$ cat src/rtl/rgmii_tx_framer.sv
`default_nettype none
// ============================================================================
//  Module      : rgmii_tx_framer
//  Description : RGMII transmit framer. Wraps MAC payload bytes taken from a
//                valid/ready stream into an Ethernet frame made of preamble,
//                SFD, payload, zero pad, CRC-32 FCS and inter-frame gap.
//                Drives per-cycle nibble pairs and control bits to the ODDR
//                primitives in the I/O ring.
//  Revision    : 1.0 - initial release
// ============================================================================
module rgmii_tx_framer #(
    parameter int IFG_BYTES   = 12,
    parameter int MIN_PAYLOAD = 60
) (
    input  logic        RGMII_TX_CLK,
    input  logic        RESET,
    input  logic [7:0]  S_TDATA,
    input  logic        S_TVALID,
    input  logic        S_TLAST,
    output logic        S_TREADY,
    output logic [3:0]  TX_D_RISE,
    output logic [3:0]  TX_D_FALL,
    output logic        TX_CTL_RISE,
    output logic        TX_CTL_FALL,
    output logic        BUSY,
    output logic [15:0] FRAME_CNT,
    output logic [15:0] ERR_CNT
);

    localparam logic [31:0] CRC_POLY     = 32'hEDB8_8320;
    localparam logic [31:0] CRC_INIT     = 32'hFFFF_FFFF;
    localparam logic [15:0] PREAMBLE_END = 16'd6;
    localparam logic [15:0] FCS_END      = 16'd3;
    localparam logic [15:0] IFG_END      = 16'(IFG_BYTES - 1);
    localparam logic [16:0] MIN_LEN      = 17'(MIN_PAYLOAD);

    typedef enum logic [2:0] {
        ST_IDLE     = 3'd0,
        ST_PREAMBLE = 3'd1,
        ST_SFD      = 3'd2,
        ST_PAYLOAD  = 3'd3,
        ST_PAD      = 3'd4,
        ST_FCS      = 3'd5,
        ST_ABORT    = 3'd6,
        ST_IFG      = 3'd7
    } state_t;

    state_t      state;
    state_t      state_nxt;
    logic [15:0] cnt;
    logic [15:0] cnt_nxt;
    logic [31:0] crc;
    logic [31:0] crc_nxt;
    logic [31:0] fcs_shift;
    logic [7:0]  d_nxt;
    logic        en_nxt;
    logic        er_nxt;
    logic        frame_inc;
    logic        err_inc;
    logic        pad_needed;
    logic        pad_done;

    // One byte of the reflected CRC-32 update, LSB of the data first
    function automatic logic [31:0] crc_byte(input logic [31:0] c_in, input logic [7:0] d);
        logic [31:0] c;
        c = c_in ^ {24'd0, d};
        for (int i = 0; i < 8; i++) begin
            c = c[0] ? ((c >> 1) ^ CRC_POLY) : (c >> 1);
        end
        return c;
    endfunction

    // Byte count after the current one still short of the minimum length
    assign pad_needed = ({1'b0, cnt} + 17'd1) < MIN_LEN;
    assign pad_done   = ({1'b0, cnt} + 17'd1) >= MIN_LEN;
    // FCS is the complemented CRC, least-significant byte on the wire first
    assign fcs_shift  = (~crc) >> {cnt[1:0], 3'b000};
    assign BUSY       = (state != ST_IDLE);

    // Next-state, next byte on the wire and counter updates
    always_comb begin
        state_nxt = state;
        cnt_nxt   = cnt;
        crc_nxt   = crc;
        d_nxt     = 8'h00;
        en_nxt    = 1'b0;
        er_nxt    = 1'b0;
        frame_inc = 1'b0;
        err_inc   = 1'b0;
        case (state)
            ST_IDLE: begin
                // The waiting byte is only looked at here, not consumed
                if (S_TVALID) begin
                    state_nxt = ST_PREAMBLE;
                    cnt_nxt   = 16'd0;
                end
            end
            ST_PREAMBLE: begin
                d_nxt  = 8'h55;
                en_nxt = 1'b1;
                if (cnt == PREAMBLE_END) begin
                    state_nxt = ST_SFD;
                    cnt_nxt   = 16'd0;
                end else begin
                    cnt_nxt = cnt + 16'd1;
                end
            end
            ST_SFD: begin
                d_nxt     = 8'hD5;
                en_nxt    = 1'b1;
                state_nxt = ST_PAYLOAD;
                cnt_nxt   = 16'd0;
                crc_nxt   = CRC_INIT;
            end
            ST_PAYLOAD: begin
                en_nxt = 1'b1;
                if (S_TVALID) begin
                    d_nxt   = S_TDATA;
                    crc_nxt = crc_byte(crc, S_TDATA);
                    cnt_nxt = cnt + 16'd1;
                    if (S_TLAST) begin
                        if (pad_needed) begin
                            state_nxt = ST_PAD;
                        end else begin
                            state_nxt = ST_FCS;
                            cnt_nxt   = 16'd0;
                        end
                    end
                end else begin
                    // Source ran dry mid-frame: poison the frame with TX_ER
                    er_nxt    = 1'b1;
                    err_inc   = 1'b1;
                    state_nxt = ST_ABORT;
                end
            end
            ST_PAD: begin
                en_nxt  = 1'b1;
                crc_nxt = crc_byte(crc, 8'h00);
                if (pad_done) begin
                    state_nxt = ST_FCS;
                    cnt_nxt   = 16'd0;
                end else begin
                    cnt_nxt = cnt + 16'd1;
                end
            end
            ST_FCS: begin
                d_nxt  = fcs_shift[7:0];
                en_nxt = 1'b1;
                if (cnt == FCS_END) begin
                    state_nxt = ST_IFG;
                    cnt_nxt   = 16'd0;
                    frame_inc = 1'b1;
                end else begin
                    cnt_nxt = cnt + 16'd1;
                end
            end
            ST_ABORT: begin
                // Drain the rest of the broken frame silently
                if (S_TVALID && S_TLAST) begin
                    state_nxt = ST_IFG;
                    cnt_nxt   = 16'd0;
                end
            end
            ST_IFG: begin
                if (cnt == IFG_END) begin
                    state_nxt = ST_IDLE;
                    cnt_nxt   = 16'd0;
                end else begin
                    cnt_nxt = cnt + 16'd1;
                end
            end
            default: begin
                state_nxt = ST_IDLE;
            end
        endcase
    end

    // State, datapath and registered outputs
    always_ff @(posedge RGMII_TX_CLK) begin
        if (RESET) begin
            state       <= ST_IDLE;
            cnt         <= 16'd0;
            crc         <= 32'd0;
            S_TREADY    <= 1'b0;
            TX_D_RISE   <= 4'd0;
            TX_D_FALL   <= 4'd0;
            TX_CTL_RISE <= 1'b0;
            TX_CTL_FALL <= 1'b0;
            FRAME_CNT   <= 16'd0;
            ERR_CNT     <= 16'd0;
        end else begin
            state       <= state_nxt;
            cnt         <= cnt_nxt;
            crc         <= crc_nxt;
            S_TREADY    <= (state_nxt == ST_PAYLOAD) || (state_nxt == ST_ABORT);
            TX_D_RISE   <= d_nxt[3:0];
            TX_D_FALL   <= d_nxt[7:4];
            TX_CTL_RISE <= en_nxt;
            TX_CTL_FALL <= en_nxt ^ er_nxt;
            if (frame_inc) begin
                FRAME_CNT <= FRAME_CNT + 16'd1;
            end
            if (err_inc) begin
                ERR_CNT <= ERR_CNT + 16'd1;
            end
        end
    end

endmodule
`default_nettype wire
$ cat config.mk
export PLATFORM = sky130hd
export DESIGN_NAME = rgmii_tx_framer
export DESIGN_NICKNAME = d
export VERILOG_FILES = /design/src/rtl/rgmii_tx_framer.sv
export SDC_FILE = /design/constraint.sdc
export NUM_CORES = 1
export LEC_CHECK = 0
export BUFFER_PORTS_ARGS = -buffer_cell sky130_fd_sc_hd__buf_4
export CAP_MARGIN = 30
export CORE_UTILIZATION = 53
export CTS_CLUSTER_SIZE = 24
export DETAILED_ROUTE_END_ITERATION = 10
export GPL_ROUTABILITY_DRIVEN = 1
export PLACE_DENSITY_LB_ADDON = 0.05
export SETUP_SLACK_MARGIN = 0.3
export SYNTH_ARGS = -nofsm -noshare
export SYNTH_HDL_FRONTEND = slang
export SYNTH_SLANG_ARGS = --single-unit
$ cat constraint.sdc
create_clock -name RGMII_TX_CLK -period 3.75 [get_ports RGMII_TX_CLK]
set_input_delay 0 -clock RGMII_TX_CLK [delete_from_list [all_inputs] [get_ports RGMII_TX_CLK]]
set_output_delay 0 -clock RGMII_TX_CLK [all_outputs]
set_load 0.05 [all_outputs]
==> metrics <==
count of H-tree levels built during CTS=3; endpoint with the worst hold slack=TX_D_FALL[0]; DRC=0; Critical Path Start Type=flop; vertical extent of the die=109 µm; Total Neg Setup Slack=0 ns; worst setup slack for register-to-register paths=0.68 ns; post-synthesis instance area=about 6000 µm²; row count=38; post-layout minimum cycle time=3.07 ns; Power Total=roughly 2200 µW; area of the core=around 11000 µm²; Setup Viol. Count Final=0; Static Leak=about 0.0025 µW; Cells after DPL=905; aggregate global routing overflow=0; worst-case clock buffer depth=2; count of synthesis-stage warnings from yosys=0; class of the tightest hold or removal check=in -> reg; max-slew headroom at the worst pin=approximately 30%; TritonCTS buffer count=9; slew of the pin with the lowest slew margin=roughly 1.0 ns; number of antenna violations at the first check in global routing=0; clock network latency to the later pin of the worst-skew pair=~0.35 ns; clock-pin slew on the worst setup and hold paths=0.07 ns; proportion of synthesized chip area in sequential cells=a little under a third; Routed WL per cell=between 15 and 20 µm; layout overhead on the synthesized area=13.6%; non-filler instance count after layout=just over 900; post-synthesis net count=roughly 760; share of async-settable or async-resettable flops after synthesis=0%; number of inserted diodes=0; Data required, critical path=about 4 ns; gate count of the mapped netlist=~750; achievable frequency=0.325 GHz; Min Hold Slack=0.0302 ns; number of vias in the routed layout=roughly 5500; number of nets in the layout=between 700 and 800; share of the clock period used by the worst path=between 80% and 90%; FF+latch count, synth=94; cell depth of the worst hold path=3; TritonRoute pass-1 iters=5; number of cells on the worst reg-to-reg path=8; classification of the worst setup path=reg -> reg; Placement Setup Slack=0.546 ns; Port Buffers=55; post-detail-place hpwl=11600 µm; Routability Congestion=around 0.96; max-slew violation count=0; Max Cap Violations=0; DR vias/cell=roughly 5.9; post-route setup slack=0.675 ns; hold path start=S_TDATA[4]; synthesized area per cell=approximately 8.0 µm²; clock tree from TritonCTS=done; global-route wire length before repair=between 20000 and 30000 µm; starting density of the core=~55%; number of design-rule violations left by the first detailed-router iteration=~520; overall routed net length=around 17000 µm; fraction of layout cells with a size suffix above 1=a little over an eighth; largest fanout of any net on the critical path=23; RSZ-0062 raised after global routing=false; count of pins on the block boundary=56; status=complete, no violations; Num Clock Sinks=94; commonest non-fill, non-tap cells in the layout=nor2_1, dfxtp_1, xnor2_1; DIE WIDTH=roughly 110 µm; end of the worst register-to-register path=cnt[15]; Worst Skew=between 0.005 and 0.006 ns; IR drop worst, VDD=0.240 mV; Distinct cells, synth=54; worst path arrival time=roughly 3.4 ns; clk root buf=clkbuf_16; aggregate global-route resource usage=29.7%; number of flops mapped to enable cells by yosys=0; full die area=~12000 µm²; largest net degree at the start of global routing=77; via count of the first global-routing pass=between 5000 and 6000; startpoint of the lowest-slack register-to-register path=cnt[3]; prevailing post-synth register cell=dfxtp_1; leading cell type in the layout, fill and taps excluded=nor2_1; number of nets with antenna violations after detailed routing=0; Cell Pwr Density=around 320 nW/µm²; endpoint class of the critical path=flop; hold violation count in the final report=0
-- report_power, final --
| part | switching (µW) | total [µW] | internal, µW |
|---|---|---|---|
| registers | 3.73 | 1000 | 1000 |
| logic | 145 | 239 | 94.2 |
| clock network | 419 | 940 | 521 |
-- registers in the layout, indices dropped and copies added (netlist names) --
| signal | cells |
|---|---|
| cnt | 16 |
| TX_D_FALL | 4 |
| state | 3 |
| S_TREADY | 1 |
| TX_D_RISE | 4 |
| TX_CTL_FALL | 1 |
| TX_CTL_RISE | 1 |
| FRAME_CNT | 16 |
| crc | 32 |
| ERR_CNT | 16 |
-- cells in the mapped netlist (2+ instances only) --
library cell	number	area, µm²
a221o_1	3	30.0
nor2_1	106	398
buf_2	13	65.1
ha_1	4	50.1
a22o_1	2	17.5
o21a_1	4	30.0
xor2_1	60	526
nor4_1	5	31.3
a221oi_1	5	43.8
o211ai_1	2	15.0
inv_1	11	41.3
o221ai_1	4	35.0
o31ai_1	2	15.0
nand2b_1	10	62.6
a21o_1	2	15.0
mux4_2	8	180
mux2i_1	4	40.0
or3_1	8	50.1
nor3_1	31	155
dfxtp_1	94	1880
nor2b_1	5	31.3
a31oi_1	22	138
a21oi_1	55	275
or4_4	2	22.5
nand3b_1	5	37.5
xnor2_1	94	823
or2_2	2	12.5
and2_1	2	12.5
o22ai_1	5	31.3
buf_1	8	30.0
and3_1	10	62.6
nand4_1	9	56.3
nand3_1	22	110
a211oi_1	11	82.6
clkbuf_1	30	113
nand2_1	48	180
o21ai_0	23	115
-- layout make-up --
type,count,area [µm²]
fill,1021,4100
multi-input combinational,591,3880
sequential,94,1880
timing repair buffer,73,558
clock buffer,10,229
tap,140,175
clock inverter,6,70.1
inverter,11,41.3
-- metal layers --
layer / part of all wire, % / track usage (%)
met4: 1.8 / 10.8
met3: 7.9 / 5.73
met2: 44 / 44.0
met1: 47 / 42.6
met5: 0 / 0
-- worst max-delay path: stages (launching register included) --
cell and delay, ns:
dfxtp_1 0.61, nand3_1 0.27, nor3_1 0.61, and3_1 0.26, o221ai_1 0.19, o31ai_1 0.28, a21o_2 0.45, o211ai_1 0.18
a21oi_1 0.15
-- through the flow --
stage / util, % / instance area [µm²]
after global routing: 62.5 / 6840
final: 62.5 / 6840
after detailed placement: 59.4 / 6500
after CTS: 62.5 / 6840
after global placement: 59.4 / 6500
after floorplan: - / 6020
-- kinds of logic (layout without fill, tap and decap cells) --
kind of cell	count (synthesis)	count (layout)	synth area share, %
and+or+nand+nor	269	269	21.1
xor gates and xnor gates	156	156	23.3
AOI/OAI and AO/OA	150	150	15.5
DFF	94	94	31.3
buffers and inverters	63	100	4.32
muxes	12	12	3.66
adders and majority gates	4	4	0.832
-- how the worst max path moves through the flow --
stage	slack (ns)	to	startpoint	cells past startpoint
finish	0.68	cnt[15]	cnt[3]	8
global placement	0.75	cnt[6]	cnt[3]	8
floorplan	1.09	S_TREADY	cnt[8]	9
detailed placement	0.55	cnt[4]	cnt[3]	8
global route	0.31	cnt[12]	cnt[3]	8
CTS	0.49	cnt[15]	cnt[3]	8
-- timing repair --
action | CTS | global route
hold buffers | 4 | 0
setup endpoints to repair | 0 | 14
resized for setup | 0 | 1
hold endpoints to repair | 4 | 0
buffers inserted | 0 | 0
No activity file was read; power rests on OpenSTA's default activity.
